## src/rtl/video_timing_pkg.sv

```systemverilog
// Shared types and helpers for the video timing controller.
// VIDEO_TIMING_POLARITY_EN widens the config address to reach the sync polarity field.
package video_timing_pkg;

    localparam int unsigned CounterBits = 12;
    localparam int unsigned TotalBits   = CounterBits + 2;

`ifdef VIDEO_TIMING_POLARITY_EN
    localparam int unsigned CfgAddrBits = 4;
`else
    localparam int unsigned CfgAddrBits = 3;
`endif

    localparam logic [CfgAddrBits-1:0] AddrHsync   = CfgAddrBits'(0);
    localparam logic [CfgAddrBits-1:0] AddrHback   = CfgAddrBits'(1);
    localparam logic [CfgAddrBits-1:0] AddrHactive = CfgAddrBits'(2);
    localparam logic [CfgAddrBits-1:0] AddrHfront  = CfgAddrBits'(3);
    localparam logic [CfgAddrBits-1:0] AddrVsync   = CfgAddrBits'(4);
    localparam logic [CfgAddrBits-1:0] AddrVback   = CfgAddrBits'(5);
    localparam logic [CfgAddrBits-1:0] AddrVactive = CfgAddrBits'(6);
    localparam logic [CfgAddrBits-1:0] AddrVfront  = CfgAddrBits'(7);
`ifdef VIDEO_TIMING_POLARITY_EN
    localparam logic [CfgAddrBits-1:0] AddrPolarity = CfgAddrBits'(8);
`endif

    // 1280x720p60 defaults
    localparam int unsigned DefHsync   = 40;
    localparam int unsigned DefHback   = 220;
    localparam int unsigned DefHactive = 1280;
    localparam int unsigned DefHfront  = 110;
    localparam int unsigned DefVsync   = 5;
    localparam int unsigned DefVback   = 20;
    localparam int unsigned DefVactive = 720;
    localparam int unsigned DefVfront  = 5;

    localparam logic [TotalBits-1:0] TotalLimit = TotalBits'(1) << CounterBits;

    typedef struct packed {
        logic [CounterBits-1:0] hsync;
        logic [CounterBits-1:0] hback;
        logic [CounterBits-1:0] hactive;
        logic [CounterBits-1:0] hfront;
        logic [CounterBits-1:0] vsync;
        logic [CounterBits-1:0] vback;
        logic [CounterBits-1:0] vactive;
        logic [CounterBits-1:0] vfront;
    } timing_t;

    function automatic logic [TotalBits-1:0] htotal(timing_t t);
        return TotalBits'(t.hsync) + TotalBits'(t.hback) + TotalBits'(t.hactive)
             + TotalBits'(t.hfront);
    endfunction

    function automatic logic [TotalBits-1:0] vtotal(timing_t t);
        return TotalBits'(t.vsync) + TotalBits'(t.vback) + TotalBits'(t.vactive)
             + TotalBits'(t.vfront);
    endfunction

    function automatic logic timing_valid(timing_t t);
        return (t.hsync != '0) && (t.hactive != '0) && (t.vsync != '0) && (t.vactive != '0)
            && (htotal(t) <= TotalLimit) && (vtotal(t) <= TotalLimit);
    endfunction

endpackage

```

## src/rtl/video_timing_controller_if.sv

```systemverilog
// Control-register bus of the video timing controller: shadow writes plus commit handshake.
interface video_timing_controller_if;
    import video_timing_pkg::*;

    logic                   cfg_valid;
    logic                   cfg_ready;
    logic [CfgAddrBits-1:0] cfg_addr;
    logic [CounterBits-1:0] cfg_data;
    logic                   commit;
    logic                   commit_pending;
    logic                   cfg_error;

    modport master (
        output cfg_valid, cfg_addr, cfg_data, commit,
        input  cfg_ready, commit_pending, cfg_error
    );

    modport slave (
        input  cfg_valid, cfg_addr, cfg_data, commit,
        output cfg_ready, commit_pending, cfg_error
    );

endinterface

```

## src/rtl/video_timing_counter.sv

```systemverilog
// H/V raster counters for one active timing set, with registered sync/de/coordinate outputs.
module video_timing_counter
    import video_timing_pkg::*;
(
    input  logic                   clock,
    input  logic                   reset,
    input  logic                   enable_i,
    input  timing_t                timing_i,
    output logic                   active_o,
    output logic                   frame_end_o,
    output logic                   de_o,
    output logic                   hsync_o,
    output logic                   vsync_o,
    output logic [CounterBits-1:0] pixel_x_o,
    output logic [CounterBits-1:0] pixel_y_o,
    output logic                   frame_start_o,
    output logic                   line_start_o
);

    typedef enum logic [0:0] {StStopped, StRunning} state_e;

    state_e                 state_q;
    logic [CounterBits-1:0] h_q, v_q;
    logic                   de_q, hsync_q, vsync_q, frame_start_q, line_start_q;
    logic [CounterBits-1:0] pixel_x_q, pixel_y_q;

    logic [TotalBits-1:0] htotal_w, vtotal_w, h_ext, v_ext;
    logic [TotalBits-1:0] h_act_lo, h_act_hi, v_act_lo, v_act_hi;
    logic                 h_last, v_last, de_w, active;

    always_comb begin
        htotal_w = htotal(timing_i);
        vtotal_w = vtotal(timing_i);
        h_ext    = TotalBits'(h_q);
        v_ext    = TotalBits'(v_q);
        // >= rather than == so a counter can never run past the end of a line or frame
        h_last   = h_ext >= (htotal_w - TotalBits'(1));
        v_last   = v_ext >= (vtotal_w - TotalBits'(1));
        h_act_lo = TotalBits'(timing_i.hsync) + TotalBits'(timing_i.hback);
        h_act_hi = h_act_lo + TotalBits'(timing_i.hactive);
        v_act_lo = TotalBits'(timing_i.vsync) + TotalBits'(timing_i.vback);
        v_act_hi = v_act_lo + TotalBits'(timing_i.vactive);
        de_w     = (h_ext >= h_act_lo) && (h_ext < h_act_hi)
                && (v_ext >= v_act_lo) && (v_ext < v_act_hi);
    end

    // The current counter position is emitted only while running and still enabled.
    assign active      = (state_q == StRunning) && enable_i;
    assign active_o    = active;
    assign frame_end_o = active && h_last && v_last;

    always_ff @(posedge clock) begin
        if (reset) begin
            state_q       <= StStopped;
            h_q           <= '0;
            v_q           <= '0;
            de_q          <= 1'b0;
            hsync_q       <= 1'b0;
            vsync_q       <= 1'b0;
            pixel_x_q     <= '0;
            pixel_y_q     <= '0;
            frame_start_q <= 1'b0;
            line_start_q  <= 1'b0;
        end else begin
            if (!enable_i) begin
                state_q <= StStopped;
                h_q     <= '0;
                v_q     <= '0;
            end else if (state_q == StStopped) begin
                state_q <= StRunning;
            end else if (h_last) begin
                h_q <= '0;
                v_q <= v_last ? '0 : v_q + 1'b1;
            end else begin
                h_q <= h_q + 1'b1;
            end

            de_q          <= active && de_w;
            hsync_q       <= active && (h_q < timing_i.hsync);
            vsync_q       <= active && (v_q < timing_i.vsync);
            pixel_x_q     <= (active && de_w) ? h_q - timing_i.hsync - timing_i.hback : '0;
            pixel_y_q     <= (active && de_w) ? v_q - timing_i.vsync - timing_i.vback : '0;
            frame_start_q <= active && (h_q == '0) && (v_q == '0);
            line_start_q  <= active && (h_q == '0);
        end
    end

    assign de_o          = de_q;
    assign hsync_o       = hsync_q;
    assign vsync_o       = vsync_q;
    assign pixel_x_o     = pixel_x_q;
    assign pixel_y_o     = pixel_y_q;
    assign frame_start_o = frame_start_q;
    assign line_start_o  = line_start_q;

endmodule

```

## src/rtl/video_timing_controller.sv

```systemverilog
// Runtime-configurable video timing generator: shadow/active timing registers and commit FSM.
// Define VIDEO_TIMING_POLARITY_EN to add a committed per-sync polarity field at address 8.
module video_timing_controller
    import video_timing_pkg::*;
#(
    parameter int unsigned COUNTER_BITS = CounterBits,
    parameter int unsigned DEF_HSYNC    = DefHsync,
    parameter int unsigned DEF_HBACK    = DefHback,
    parameter int unsigned DEF_HACTIVE  = DefHactive,
    parameter int unsigned DEF_HFRONT   = DefHfront,
    parameter int unsigned DEF_VSYNC    = DefVsync,
    parameter int unsigned DEF_VBACK    = DefVback,
    parameter int unsigned DEF_VACTIVE  = DefVactive,
    parameter int unsigned DEF_VFRONT   = DefVfront
) (
    input  logic                    clock,
    input  logic                    reset,
    input  logic                    enable_i,
    video_timing_controller_if.slave cfg_if,
    output logic                    video_de_o,
    output logic                    video_hsync_o,
    output logic                    video_vsync_o,
    output logic [COUNTER_BITS-1:0] pixel_x_o,
    output logic [COUNTER_BITS-1:0] pixel_y_o,
    output logic                    frame_start_o,
    output logic                    line_start_o
);

    if (COUNTER_BITS != CounterBits) begin : g_width_check
        $error("COUNTER_BITS must equal video_timing_pkg::CounterBits");
    end

    localparam timing_t DefTiming = '{
        hsync:   CounterBits'(DEF_HSYNC),
        hback:   CounterBits'(DEF_HBACK),
        hactive: CounterBits'(DEF_HACTIVE),
        hfront:  CounterBits'(DEF_HFRONT),
        vsync:   CounterBits'(DEF_VSYNC),
        vback:   CounterBits'(DEF_VBACK),
        vactive: CounterBits'(DEF_VACTIVE),
        vfront:  CounterBits'(DEF_VFRONT)
    };

    typedef enum logic [0:0] {StIdle, StPending} commit_state_e;

    commit_state_e state_q;
    timing_t       shadow_q, shadow_d, active_q;
    logic          cfg_error_q;
    logic          cfg_wr, shadow_ok, boundary;
    logic          cnt_active, cnt_frame_end, cnt_hsync, cnt_vsync;
`ifdef VIDEO_TIMING_POLARITY_EN
    logic [1:0]    pol_shadow_q, pol_shadow_d, pol_active_q;
`endif

    assign cfg_if.cfg_ready      = (state_q == StIdle);
    assign cfg_if.commit_pending = (state_q == StPending);
    assign cfg_if.cfg_error      = cfg_error_q;
    assign cfg_wr                = cfg_if.cfg_valid && cfg_if.cfg_ready;

    always_comb begin
        shadow_d = shadow_q;
`ifdef VIDEO_TIMING_POLARITY_EN
        pol_shadow_d = pol_shadow_q;
`endif
        if (cfg_wr) begin
            case (cfg_if.cfg_addr)
                AddrHsync:    shadow_d.hsync   = cfg_if.cfg_data;
                AddrHback:    shadow_d.hback   = cfg_if.cfg_data;
                AddrHactive:  shadow_d.hactive = cfg_if.cfg_data;
                AddrHfront:   shadow_d.hfront  = cfg_if.cfg_data;
                AddrVsync:    shadow_d.vsync   = cfg_if.cfg_data;
                AddrVback:    shadow_d.vback   = cfg_if.cfg_data;
                AddrVactive:  shadow_d.vactive = cfg_if.cfg_data;
                AddrVfront:   shadow_d.vfront  = cfg_if.cfg_data;
`ifdef VIDEO_TIMING_POLARITY_EN
                AddrPolarity: pol_shadow_d     = cfg_if.cfg_data[1:0];
`endif
                default: ;
            endcase
        end
    end

    // Validation sees a write landing in the same cycle as the commit.
    assign shadow_ok = timing_valid(shadow_d);
    // Safe to swap timing when the raster is not advancing or is on its final pixel.
    assign boundary  = !cnt_active || cnt_frame_end;

    always_ff @(posedge clock) begin
        if (reset) begin
            shadow_q     <= DefTiming;
`ifdef VIDEO_TIMING_POLARITY_EN
            pol_shadow_q <= 2'b00;
`endif
        end else begin
            shadow_q     <= shadow_d;
`ifdef VIDEO_TIMING_POLARITY_EN
            pol_shadow_q <= pol_shadow_d;
`endif
        end
    end

    always_ff @(posedge clock) begin
        if (reset) begin
            state_q      <= StIdle;
            cfg_error_q  <= 1'b0;
            active_q     <= DefTiming;
`ifdef VIDEO_TIMING_POLARITY_EN
            pol_active_q <= 2'b00;
`endif
        end else begin
            unique case (state_q)
                StIdle: begin
                    if (cfg_if.commit) begin
                        if (shadow_ok) begin
                            cfg_error_q <= 1'b0;
                            if (boundary) begin
                                active_q     <= shadow_d;
`ifdef VIDEO_TIMING_POLARITY_EN
                                pol_active_q <= pol_shadow_d;
`endif
                            end else begin
                                state_q <= StPending;
                            end
                        end else begin
                            cfg_error_q <= 1'b1;
                        end
                    end
                end
                StPending: begin
                    if (boundary) begin
                        active_q     <= shadow_q;
`ifdef VIDEO_TIMING_POLARITY_EN
                        pol_active_q <= pol_shadow_q;
`endif
                        state_q      <= StIdle;
                    end
                end
                default: state_q <= StIdle;
            endcase
        end
    end

    video_timing_counter u_counter (
        .clock         (clock),
        .reset         (reset),
        .enable_i      (enable_i),
        .timing_i      (active_q),
        .active_o      (cnt_active),
        .frame_end_o   (cnt_frame_end),
        .de_o          (video_de_o),
        .hsync_o       (cnt_hsync),
        .vsync_o       (cnt_vsync),
        .pixel_x_o     (pixel_x_o),
        .pixel_y_o     (pixel_y_o),
        .frame_start_o (frame_start_o),
        .line_start_o  (line_start_o)
    );

`ifdef VIDEO_TIMING_POLARITY_EN
    assign video_hsync_o = cnt_hsync ^ pol_active_q[0];
    assign video_vsync_o = cnt_vsync ^ pol_active_q[1];
`else
    assign video_hsync_o = cnt_hsync;
    assign video_vsync_o = cnt_vsync;
`endif

endmodule

```

## src/flat_wrapper.sv

```systemverilog
// flat-port wrapper written by rule: the top's interface ports become plain ports
module video_timing_controller_flat import video_timing_pkg::*;
#(
    parameter int unsigned COUNTER_BITS = CounterBits,
    parameter int unsigned DEF_HSYNC    = DefHsync,
    parameter int unsigned DEF_HBACK    = DefHback,
    parameter int unsigned DEF_HACTIVE  = DefHactive,
    parameter int unsigned DEF_HFRONT   = DefHfront,
    parameter int unsigned DEF_VSYNC    = DefVsync,
    parameter int unsigned DEF_VBACK    = DefVback,
    parameter int unsigned DEF_VACTIVE  = DefVactive,
    parameter int unsigned DEF_VFRONT   = DefVfront
)
  (clock, reset, enable_i, video_de_o, video_hsync_o, video_vsync_o, pixel_x_o, pixel_y_o, frame_start_o, line_start_o, cfg_if_cfg_valid, cfg_if_cfg_addr, cfg_if_cfg_data, cfg_if_commit, cfg_if_cfg_ready, cfg_if_commit_pending, cfg_if_cfg_error);
  video_timing_controller_if cfg_if_i ();
  input  logic clock;
  input  logic reset;
  input  logic enable_i;
  output logic video_de_o;
  output logic video_hsync_o;
  output logic video_vsync_o;
  output logic [COUNTER_BITS-1:0] pixel_x_o;
  output logic [COUNTER_BITS-1:0] pixel_y_o;
  output logic frame_start_o;
  output logic line_start_o;
  input wire logic [$bits(cfg_if_i.cfg_valid)-1:0] cfg_if_cfg_valid;
  input wire logic [$bits(cfg_if_i.cfg_addr)-1:0] cfg_if_cfg_addr;
  input wire logic [$bits(cfg_if_i.cfg_data)-1:0] cfg_if_cfg_data;
  input wire logic [$bits(cfg_if_i.commit)-1:0] cfg_if_commit;
  output wire logic [$bits(cfg_if_i.cfg_ready)-1:0] cfg_if_cfg_ready;
  output wire logic [$bits(cfg_if_i.commit_pending)-1:0] cfg_if_commit_pending;
  output wire logic [$bits(cfg_if_i.cfg_error)-1:0] cfg_if_cfg_error;
  assign cfg_if_i.cfg_valid = cfg_if_cfg_valid;
  assign cfg_if_i.cfg_addr = cfg_if_cfg_addr;
  assign cfg_if_i.cfg_data = cfg_if_cfg_data;
  assign cfg_if_i.commit = cfg_if_commit;
  assign cfg_if_cfg_ready = cfg_if_i.cfg_ready;
  assign cfg_if_commit_pending = cfg_if_i.commit_pending;
  assign cfg_if_cfg_error = cfg_if_i.cfg_error;
  video_timing_controller #(.COUNTER_BITS(COUNTER_BITS), .DEF_HSYNC(DEF_HSYNC), .DEF_HBACK(DEF_HBACK), .DEF_HACTIVE(DEF_HACTIVE), .DEF_HFRONT(DEF_HFRONT), .DEF_VSYNC(DEF_VSYNC), .DEF_VBACK(DEF_VBACK), .DEF_VACTIVE(DEF_VACTIVE), .DEF_VFRONT(DEF_VFRONT)) u_core (.clock(clock), .reset(reset), .enable_i(enable_i), .cfg_if(cfg_if_i), .video_de_o(video_de_o), .video_hsync_o(video_hsync_o), .video_vsync_o(video_vsync_o), .pixel_x_o(pixel_x_o), .pixel_y_o(pixel_y_o), .frame_start_o(frame_start_o), .line_start_o(line_start_o));
endmodule
```

## config.mk

```make
export PLATFORM = sky130hd
export DESIGN_NAME = video_timing_controller_flat
export DESIGN_NICKNAME = d
export VERILOG_FILES = /design/src/rtl/video_timing_pkg.sv /design/src/rtl/video_timing_controller_if.sv /design/src/rtl/video_timing_counter.sv /design/src/rtl/video_timing_controller.sv /design/src/flat_wrapper.sv
export SDC_FILE = /design/constraint.sdc
export NUM_CORES = 1
export LEC_CHECK = 0
export BUFFER_PORTS_ARGS = -buffer_cell sky130_fd_sc_hd__buf_2
export CAP_MARGIN = 30
export CORE_AREA = 4 4 271 220
export DETAILED_ROUTE_END_ITERATION = 7
export DIE_AREA = 0 0 275 224
export GPL_TIMING_DRIVEN = 0
export HOLD_SLACK_MARGIN = 0.03
export PLACE_DENSITY_LB_ADDON = 0.05
export SLEW_MARGIN = 5
export SYNTH_ARGS = -nofsm -noshare
export SYNTH_HDL_FRONTEND = slang
export SYNTH_SLANG_ARGS = --single-unit
```

## constraint.sdc

```tcl
create_clock -name clock -period 21.3 [get_ports clock]
set_clock_uncertainty 0.1 [all_clocks]
set_input_delay 1.065 -clock clock [delete_from_list [all_inputs] [get_ports clock]]
set_output_delay 1.065 -clock clock [all_outputs]
set_load 0.05 [all_outputs]
```

Word-level counts from Yosys, hierarchy flattened
Index checks and enable logic that the tools add are counted.
{ "classes": {"reduce_logical": 31, "n_bitwise": 3, "n_eq_ne": 11, "mux": 22, "add_sub_neg": 20, "n_lt_le_gt_ge": 10} }
{ "ops": {"columns": ["op", "count"], "rows": [
  ["2-to-1 mux 96 bit", 5],
  ["one-hot mux 96 bit (2 select lines)", 1],
  ["2-to-1 mux 12 bit", 10],
  ["adder 14 x 12 -> 14 bit", 7],
  ["adder 12 x 12 -> 13 bit", 4],
  ["nonzero test 12 bit", 4],
  ["subtractor 12 bit", 4],
  [">= comparator 12 x 14 -> 1 bit", 3],
  ["less-or-equal comparator 14 x 13 -> 1 bit (second input constant)", 2],
  ["less-than comparator 12 x 14 -> 1 bit", 2],
  ["subtractor 14 x 1 -> 14 bit (second input constant)", 2],
  ["adder 12 x 1 -> 12 bit (second input constant)", 2],
  ["logical NOT 12 bit", 2],
  ["less-than comparator 12 bit", 2],
  ["logical AND 1 bit", 17],
  ["adder 13 x 12 -> 14 bit", 1],
  [">= comparator 12 x 13 -> 1 bit", 1],
  ["equality test 3 bit (second input constant)", 4],
  ["!= test 2 bit (second input constant)", 4],
  ["equality test 3 x 2 -> 1 bit (second input constant)", 2],
  ["2-to-1 mux 1 bit", 5],
  ["AND reduction 2 bit", 2],
  ["AND reduction 4 bit", 1],
  ["OR reduction 2 bit", 2],
  ["other kinds (6)", 8]
]} }
{ "word_totals": {"output_inout_bits": 32, "word_cells": 125, "reg_bits": 248} }

Logic depth before layout (Yosys ltp)
Gate-level depths: netlist (run 1).
{ "logic_depth": {"ltp_word": 12, "ltp_mapped": 35, "mapped_depth_nobuf": 32} }

Cells and area by module
A second synthesis (run 1) with hierarchy kept.
{ "unflattened": {"cells_unflattened": 2075, "area_unflattened_um2": 19064.5} }
{ "by_module_without_submodules": {"columns": ["module", "seq_area_each_um2", "area_each_um2", "instances", "cells_per_inst"], "rows": [
  ["video_timing_counter", 1081.0, 9564.2, 1, 1173],
  ["video_timing_controller", 3883.7, 9500.4, 1, 902]
]} }

Least setup slack after synthesis (run 1)
OpenSTA, ideal clock, no wires.
{ "synth_path": {"kind": "input -> register", "start": "in cfg_if_cfg_addr[1]", "end": "reg u_core.active_q[10] (netlist bit)", "setup_ps": 132, "n_path_buf": 4, "path_slack_ps": 13423, "required_time_ps": 21068, "arrival_ps": 7645, "stages": 29, "path_cell_list": "nand3b_1 or3b_2 clkbuf_1 mux2_2 ha_1 fa_1 a21o_1 a21oi_1 o21bai_1 a21oi_1 o21bai_1 a21oi_1 nor2_1 a211oi_1 xnor2_1 fa_1 ha_1 a21oi_1 o221ai_1 a2111oi_0 nand3_1 or4_1 o31a_1 o41a_1 buf_2 buf_2 buf_2 nor3_1 nor3_1"} }
{ "synth_lines": {"columns": ["element", "line", "rtl"], "rows": [
  ["from (decl)", "flat_wrapper.sv:27", "input wire logic [$bits(cfg_if_i.cfg_addr)-1:0] cfg_if_cfg_addr;"],
  ["to (signal assigned)", "video_timing_controller.sv:106", "active_q <= DefTiming;"],
  ["to (signal assigned)", "video_timing_controller.sv:117", "active_q <= shadow_d;"],
  ["to (signal assigned)", "video_timing_controller.sv:131", "active_q <= shadow_q;"],
  ["to (decl)", "video_timing_controller.sv:47", "timing_t shadow_q, shadow_d, active_q;"]
]} }

==> metrics.cfg, run 1 <==
[power_and_ir_drop]
clockPowerShare = 0.218
power-per-cell-area_nw_per_um2 = 116
power.internal_mw = 1.45
comb_power_share = 0.579
power_frac_seq = 0.203
swShare = 0.430
switchingPower_mw = 1.09
ir_drop_mv = 0.0898
p_leak_nw = 9.87

[die]
rows = 78
core_area_um2 = 56600
die_area_um2 = 61600
floorplan.initialDensity = 0.348
die_y_um = 224
pin_count = 52
dieWidth_um = 275

[worst_setup_path]
worst_ep_required_time_ps = 21600
reg2reg_from = u_core.cfg_if.commit_pending
critPathLaunch = cfg_if_cfg_addr[1]
ff2ff_setup_slack_ps = 12520
crit_path_max_fanout = 10
cp.arrival_ps = 9190
critPathMaxStageDelay_ps = 820
reg2reg_to = u_core.cfg_if.commit_pending
reg2regPathDepth = 28
worst-setup-path-type = in2reg
crit_top_cell = a21oi_1
end_kind = register
cp_slowest_cell = nor3_1
critPathLaunchType = input pin

[placement]
place.gp.congestion = 0.849
port_buffers = 50
post-place-ws_ps = 11850
hpwl_um = 52300

[cts]
cts_tree = built
clk_pin_slew_ps = 60
root_buffer = clkbuf_16
hold_buffers = 0
cts_setup_buffers = 0
cts_buffer_depth = 3
cts.repair.resized = 0
cts_made_buffers = 29
cts.sinks = 248
htreeDepth = 1
clk_latency_ps = 590

[route]
first_iter_violations = 1159
viasPerCell = 5.20
drtAntennaViolNets = 0
met1_length_um = 34900
drc_errors = 0
firstDrtPassIters = 5
wl_met3_um = 3010
wl_per_cell_um = 20.4
drt_wl_total_um = 64000
via_count = 16300
dr.max_layer_used = met5
wl_met2_um = 25100

[timing]
whs_ps = 420
grt_setup_unrepaired = no
finalWorstSetupSlack_ps = 12410
setup_viol = 0
fin_crit_sh = 0.417
finalMaxSlewViolations = 0
max_clock_freq_mhz = 113
min_period_ps = 8890
tns_ps = 0
hold_viol_final = 0
worst_pin_slew_ps = 923
relSlewSlack = 0.382

[yosys]
synth_fp_nets = 2634
synth_cell_type_count = 69
ys_ff_latch = 248
synthCells = 2276
netlist_area_um2 = 19700
ys_dominant_reg_cell = dfxtp_1
yosysWarnings = 0
syn_area_per_cell_um2 = 8.64
yosys.area.top_type = dfxtp_1
synth-edff-count = 0
async_flop_share = 0
yosysTopAreaCellShare = 0.252
yosysSeqAreaShare = 0.252
synthTopCellsByArea = dfxtp_1, ha_1, fa_1, mux2_2, nor3_1

[min_path]
hp-class = reg2reg
holdPathEnd = u_core.active_q[50]
whs_path_depth = 2
holdCritStartpoint = u_core.active_q[50]

[final_layout]
diodes = 0
fin_nets = 2716
layout-drive-gt1-share = 0.0974
syn2layout_area_growth_pct = 11.5
final_util = 0.388

[global_routing]
grt_usage = 0.206
grt_first_pass_wirelength_um = 97600
grt_start_max_net_pins = 16
grt_antenna_before_repair = 2
grt.overflow.total = 0
grt_pass1_vias = 15800

[status]
status = finished, final reports clean

[job]
cap_violations = 0

-- layout by cell type, fill, tap and decap left out, drive strengths merged, types with 7 or more instances in the layout --
| cell type | synthesis | layout |
|---|---|---|
| nor3 | 200 | 200 |
| buf | 24 | 75 |
| o211ai | 20 | 20 |
| o2111ai | 8 | 8 |
| nand3 | 31 | 31 |
| or4 | 12 | 12 |
| nor4 | 48 | 48 |
| a21o | 51 | 51 |
| mux2 | 96 | 96 |
| o21a | 16 | 16 |
| dfxtp | 248 | 248 |
| nand2 | 66 | 66 |
| nor2 | 97 | 97 |
| xnor2 | 80 | 80 |
| a21boi | 7 | 7 |
| nand2b | 50 | 50 |
| nand4 | 11 | 11 |
| or3 | 21 | 21 |
| and3 | 17 | 17 |
| fa | 56 | 56 |
| a31oi | 10 | 10 |
| o21bai | 14 | 14 |
| a211oi | 18 | 18 |
| o21ai | 100 | 100 |
| nor2b | 21 | 21 |
| a21oi | 199 | 199 |
| inv | 196 | 198 |
| ha | 282 | 282 |
| xor2 | 48 | 48 |
| and2 | 72 | 72 |
| clkbuf | 65 | 107 |
-- power groups by stage --
stage	Clock (mW)	Combinational, mW	Sequential, mW
CTS	0.567	1.47	0.515
finish	0.554	1.47	0.516
global route	0.584	1.68	0.518
detailed placement	0	1.45	0.525
floorplan	0	1.14	0.513
global placement	0	1.43	0.525
-- worst max-delay path by stage --
| stage | cells after the start | slack, ps | to |
|---|---|---|---|
| after global routing | 28 | 11910 | u_core.cfg_if.commit_pending |
| after global placement | 28 | 11860 | u_core.cfg_if.commit_pending |
| after CTS | 28 | 12420 | u_core.cfg_if.commit_pending |
| after floorplan | 29 | 13420 | u_core.active_q[10] |
| after detailed placement | 28 | 11850 | u_core.cfg_if.commit_pending |
| final | 28 | 12410 | u_core.cfg_if.commit_pending |
-- per-stage QoR --
stage	total power, mW	cell area [um2]	cells
2_1_floorplan	1.65	19700	2276
3_3_place_gp	1.96	20900	3086
3_5_place_dp	1.98	20900	3087
6_report	2.54	21900	3141
4_1_cts	2.55	21900	3141
5_1_grt	2.78	21900	3141
-- layout make-up --
type                            count  area [um2]
Sequential cell                   248        4960
Tap cell                          760         951
Timing Repair Buffer               51         255
Inverter                          196         736
Buffer                             89         365
Fill cell                        5812       34700
Multi-Input combinational cell   1743       13600
Clock buffer                       42         875
Clock inverter                     12         191
-- cell families (layout without fill, tap and decap cells) --
family,Yosys count,after routing,synth area share
AO/OA/AOI/OAI,502,502,0.159
XOR/XNOR,128,128,0.0570
adder cells (fa/ha/maj),340,340,0.237
buffers and inverters,285,390,0.0560
flip-flops,248,248,0.252
multiplexers,102,102,0.0580
AND/OR/NAND/NOR,671,671,0.181
-- sequential cells by signal, summed over array words and instances, names as in the netlist --
signal and cells:
u_core.u_counter.h_q 12, u_core.u_counter.state_q 1, u_core.u_counter.line_start_o 1, u_core.u_counter.hsync_o 1, u_core.shadow_q 96, u_core.u_counter.frame_start_o 1
u_core.active_q 96, u_core.u_counter.pixel_y_o 12, u_core.cfg_if.commit_pending 1, u_core.u_counter.vsync_o 1, u_core.u_counter.v_q 12, u_core.cfg_if.cfg_error 1
u_core.u_counter.de_o 1, u_core.u_counter.pixel_x_o 12
-- critical path: cells and delay by family --
kind / cells / cell delay, ps
compound gates: 12 / 2740
buf+inv: 4 / 960
xor+xnor: 1 / 190
simple gates: 6 / 2290
fa+ha+maj: 4 / 1500
mux: 1 / 400
-- cells in the mapped netlist (all sizes together), types with 56 or more instances --
cell type  count
mux2          96
dfxtp        248
fa            56
nor3         200
o21ai        100
ha           282
xnor2         80
clkbuf        65
nor2          97
nand2         66
a21oi        199
and2          72
inv          196
-- layer usage --
metal  track usage  up-vias
li1              -     8268
met1         0.331     7673
met2         0.296      345
met3        0.0243       57
met4        0.0291        4
met5             0        -
Note: power is estimated with default switching activity, not from simulation.
==> run 2: changes to the inputs <==
Settings changed: ABC_AREA from default to 1, CORE_AREA 4 4 271 220 to 4 4 274 222, DIE_AREA 0 0 275 224 to 0 0 278 226.
Clock period 21.3 ns to 7.5 ns, I/O delays scaled along.
==> run 2 against run 1 <==
  * First-iteration DRC count grew 15%
  * Wire length grew 2.1%
  * Sequential cell count is the same
  * Cell count grew 22%
  * Register-to-register slack lost 12000 ps
  * Die area grew 2.0%
  * Non-clock buffer count shrank 19
  * Worst setup slack lost 12000 ps
  * Via count grew 10%
  * Synthesized area grew 2.8%
  * Global-route usage shrank 0.069 points
  * Clock-buffer cell count shrank 5
  * Critical endpoint is now u_core.active_q[82]
  * Highest routed layer is now met4
==> metrics.cfg, run 2 <==
[die]
die_area_um2 = 62800
dieWidth_um = 278
core_area_um2 = 57900
rows = 79
die_y_um = 226
floorplan.initialDensity = 0.349
pin_count = 52

[worst_setup_path]
worst-setup-path-type = reg2reg
worst_ep_required_time_ps = 7850
crit_path_max_fanout = 10
ff2ff_setup_slack_ps = 460
crit_top_cell = nand2_1
critPathMaxStageDelay_ps = 450
critPathLaunchType = register
reg2regPathDepth = 36
reg2reg_to = u_core.active_q[82]
cp.arrival_ps = 7380
reg2reg_from = u_core.active_q[38]
cpLargestDelayFamily = compound AO/OA/AOI/OAI gates
end_kind = register
critPathBufInv = 5
cp_slowest_cell = dfxtp_1

[route]
viasPerCell = 4.71
drt_wl_total_um = 65300
met1_length_um = 36500
firstDrtPassIters = 5
drtAntennaViolNets = 0
wl_met3_um = 2670
first_iter_violations = 1331
via_count = 18000
drc_errors = 0
wl_met2_um = 24800
dr.max_layer_used = met4
wl_per_cell_um = 17.0

[yosys]
synth_fp_nets = 3315
netlist_area_um2 = 20200
ys_ff_latch = 248
synthTopCellsByArea = dfxtp_1, ha_1, nand2_1, inv_1, nor2_1
synth_top_family_by_area = simple AND/OR/NAND/NOR gates
yosysWarnings = 0
synth_compound_area_frac = 0.100
async_flop_share = 0
yosysSeqAreaShare = 0.246
synthCells = 2957
yosys.area.top_type = dfxtp_1
ys_dominant_reg_cell = dfxtp_1
synth_common_cells = nand2_1, inv_1, nor2_1, ha_1, dfxtp_1
yosysMostFrequentCell = nand2_1
synthAdderAreaFrac = 0.230
synth_cell_type_count = 43
synth-simple-area-share = 0.260
synth-edff-count = 0
yosysTopAreaCellShare = 0.246
synth_mux_area_frac = 0.000557
synth_xor_area_frac = 0.0485
syn_area_per_cell_um2 = 6.84

[status]
status = finished, final reports clean

[global_routing]
grt.overflow.total = 0
grt_start_max_net_pins = 18
grt_usage = 0.205
grt_first_pass_wirelength_um = 100000
grt_antenna_before_repair = 0
grt_pass1_vias = 16900

[min_path]
whs_path_depth = 3
holdCritStartpoint = cfg_if_cfg_data[6]
holdPathEnd = u_core.shadow_q[66]
hp-class = in2reg

[timing]
setup_viol = 0
max_clock_freq_mhz = 142
finalMaxSlewViolations = 0
fin_crit_sh = 0.939
grt_setup_unrepaired = no
worst_pin_slew_ps = 836
relSlewSlack = 0.443
hold_viol_final = 0
min_period_ps = 7040

[cts]
cts_tree = built
clk_latency_ps = 610
cts_setup_buffers = 0
htreeDepth = 1
clk_pin_slew_ps = 60
cts_made_buffers = 30
cts.sinks = 248
root_buffer = clkbuf_16
cts_buffer_depth = 3

[final_layout]
stdcell_area_um2 = 22500
final_cell_mix = nand2_1, inv_1, nor2_1
layout_commonest_cell = nand2_1
fin_nets = 3405
syn2layout_area_growth_pct = 11.3
diodes = 0
layout-drive-gt1-share = 0.0502
reg.largest.list = u_core.active_q x96, u_core.shadow_q x96

[placement]
hpwl_um = 53600
dpl_cell_area_um2 = 21400
port_buffers = 51
place.gp.congestion = 0.832

[job]
cap_violations = 0

-- run 2: cell count changes in the layout (fill, tap and decap cells not counted), sizes merged, moves of 72 or more --
cell   previous run  this run
nand2            66       687
inv             198       537
nor2             97       397
nor3            200        27
nand3            31       131
mux2             96         1
and2             72         0
-- run 2: metal layers --
layer	track usage	vias up
met1	0.333	8153
li1	-	9456
met3	0.0198	71
met5	0	-
met2	0.289	364
met4	0.0384	0
-- run 2: worst max path at each step --
stage / startpoint / to / slack [ps] / cells past startpoint
after CTS: u_core.active_q[74] / u_core.active_q[82] / 100 / 40
after global routing: u_core.active_q[38] / u_core.active_q[82] / 30 / 36
final: u_core.active_q[38] / u_core.active_q[82] / 460 / 36
after global placement: u_core.active_q[26] / u_core.active_q[82] / -70 / 36
after floorplan: u_core.cfg_if.commit_pending / u_core.active_q[16] / 1530 / 38
after detailed placement: u_core.active_q[26] / u_core.active_q[82] / -50 / 36
-- run 2: worst min-delay path, delay by kind of cell --
| family | cells | cell delay, ps |
|---|---|---|
| AOI/OAI and AO/OA | 1 | 140 |
| buffers and inverters | 1 | 130 |
| and+or+nand+nor | 1 | 110 |
-- run 2: area by class of cell --
cell class	count	area, um2
inverters	538	2020
clock inverters	13	139
plain buffers	63	314
multi-input cells	2108	13000
flip-flops and latches	248	4960
clock buffers	37	797
repair buffers	58	325
well taps	769	962
fillers	6257	35400
-- run 2: stage by stage --
stage	setup TNS, ps	worst slack, ps	hold WS (ps)	utilization	cells
global route	0	25.1	75.5	0.388	3834
finish	0	461	84.1	0.388	3834
floorplan	0	1530	329	-	2957
CTS	0	95.5	30.3	0.388	3834
global placement	-123	-65.9	347	0.370	3777
detailed placement	-47.7	-47.7	352	0.370	3777
-- run 2: kinds of logic (layout without fill, tap and decap cells) --
kind of cell / after synthesis / in the layout
and+or+nand+nor: 1298 / 1298
buffers and inverters: 601 / 709
AOI/OAI and AO/OA: 359 / 359
adders and majority gates: 338 / 338
DFF: 248 / 248
xor gates and xnor gates: 112 / 112
muxes: 1 / 1
-- run 2: repair_timing --
action,CTS,global route
gates resized for setup,3,15
setup endpoints to repair,51,102
hold buffers,7,0
hold endpoints to repair,8,0
Power of run 2 is left out: the tool's default activity adds up to more than one toggle a clock period on the data nets, which glitch-free logic cannot reach.
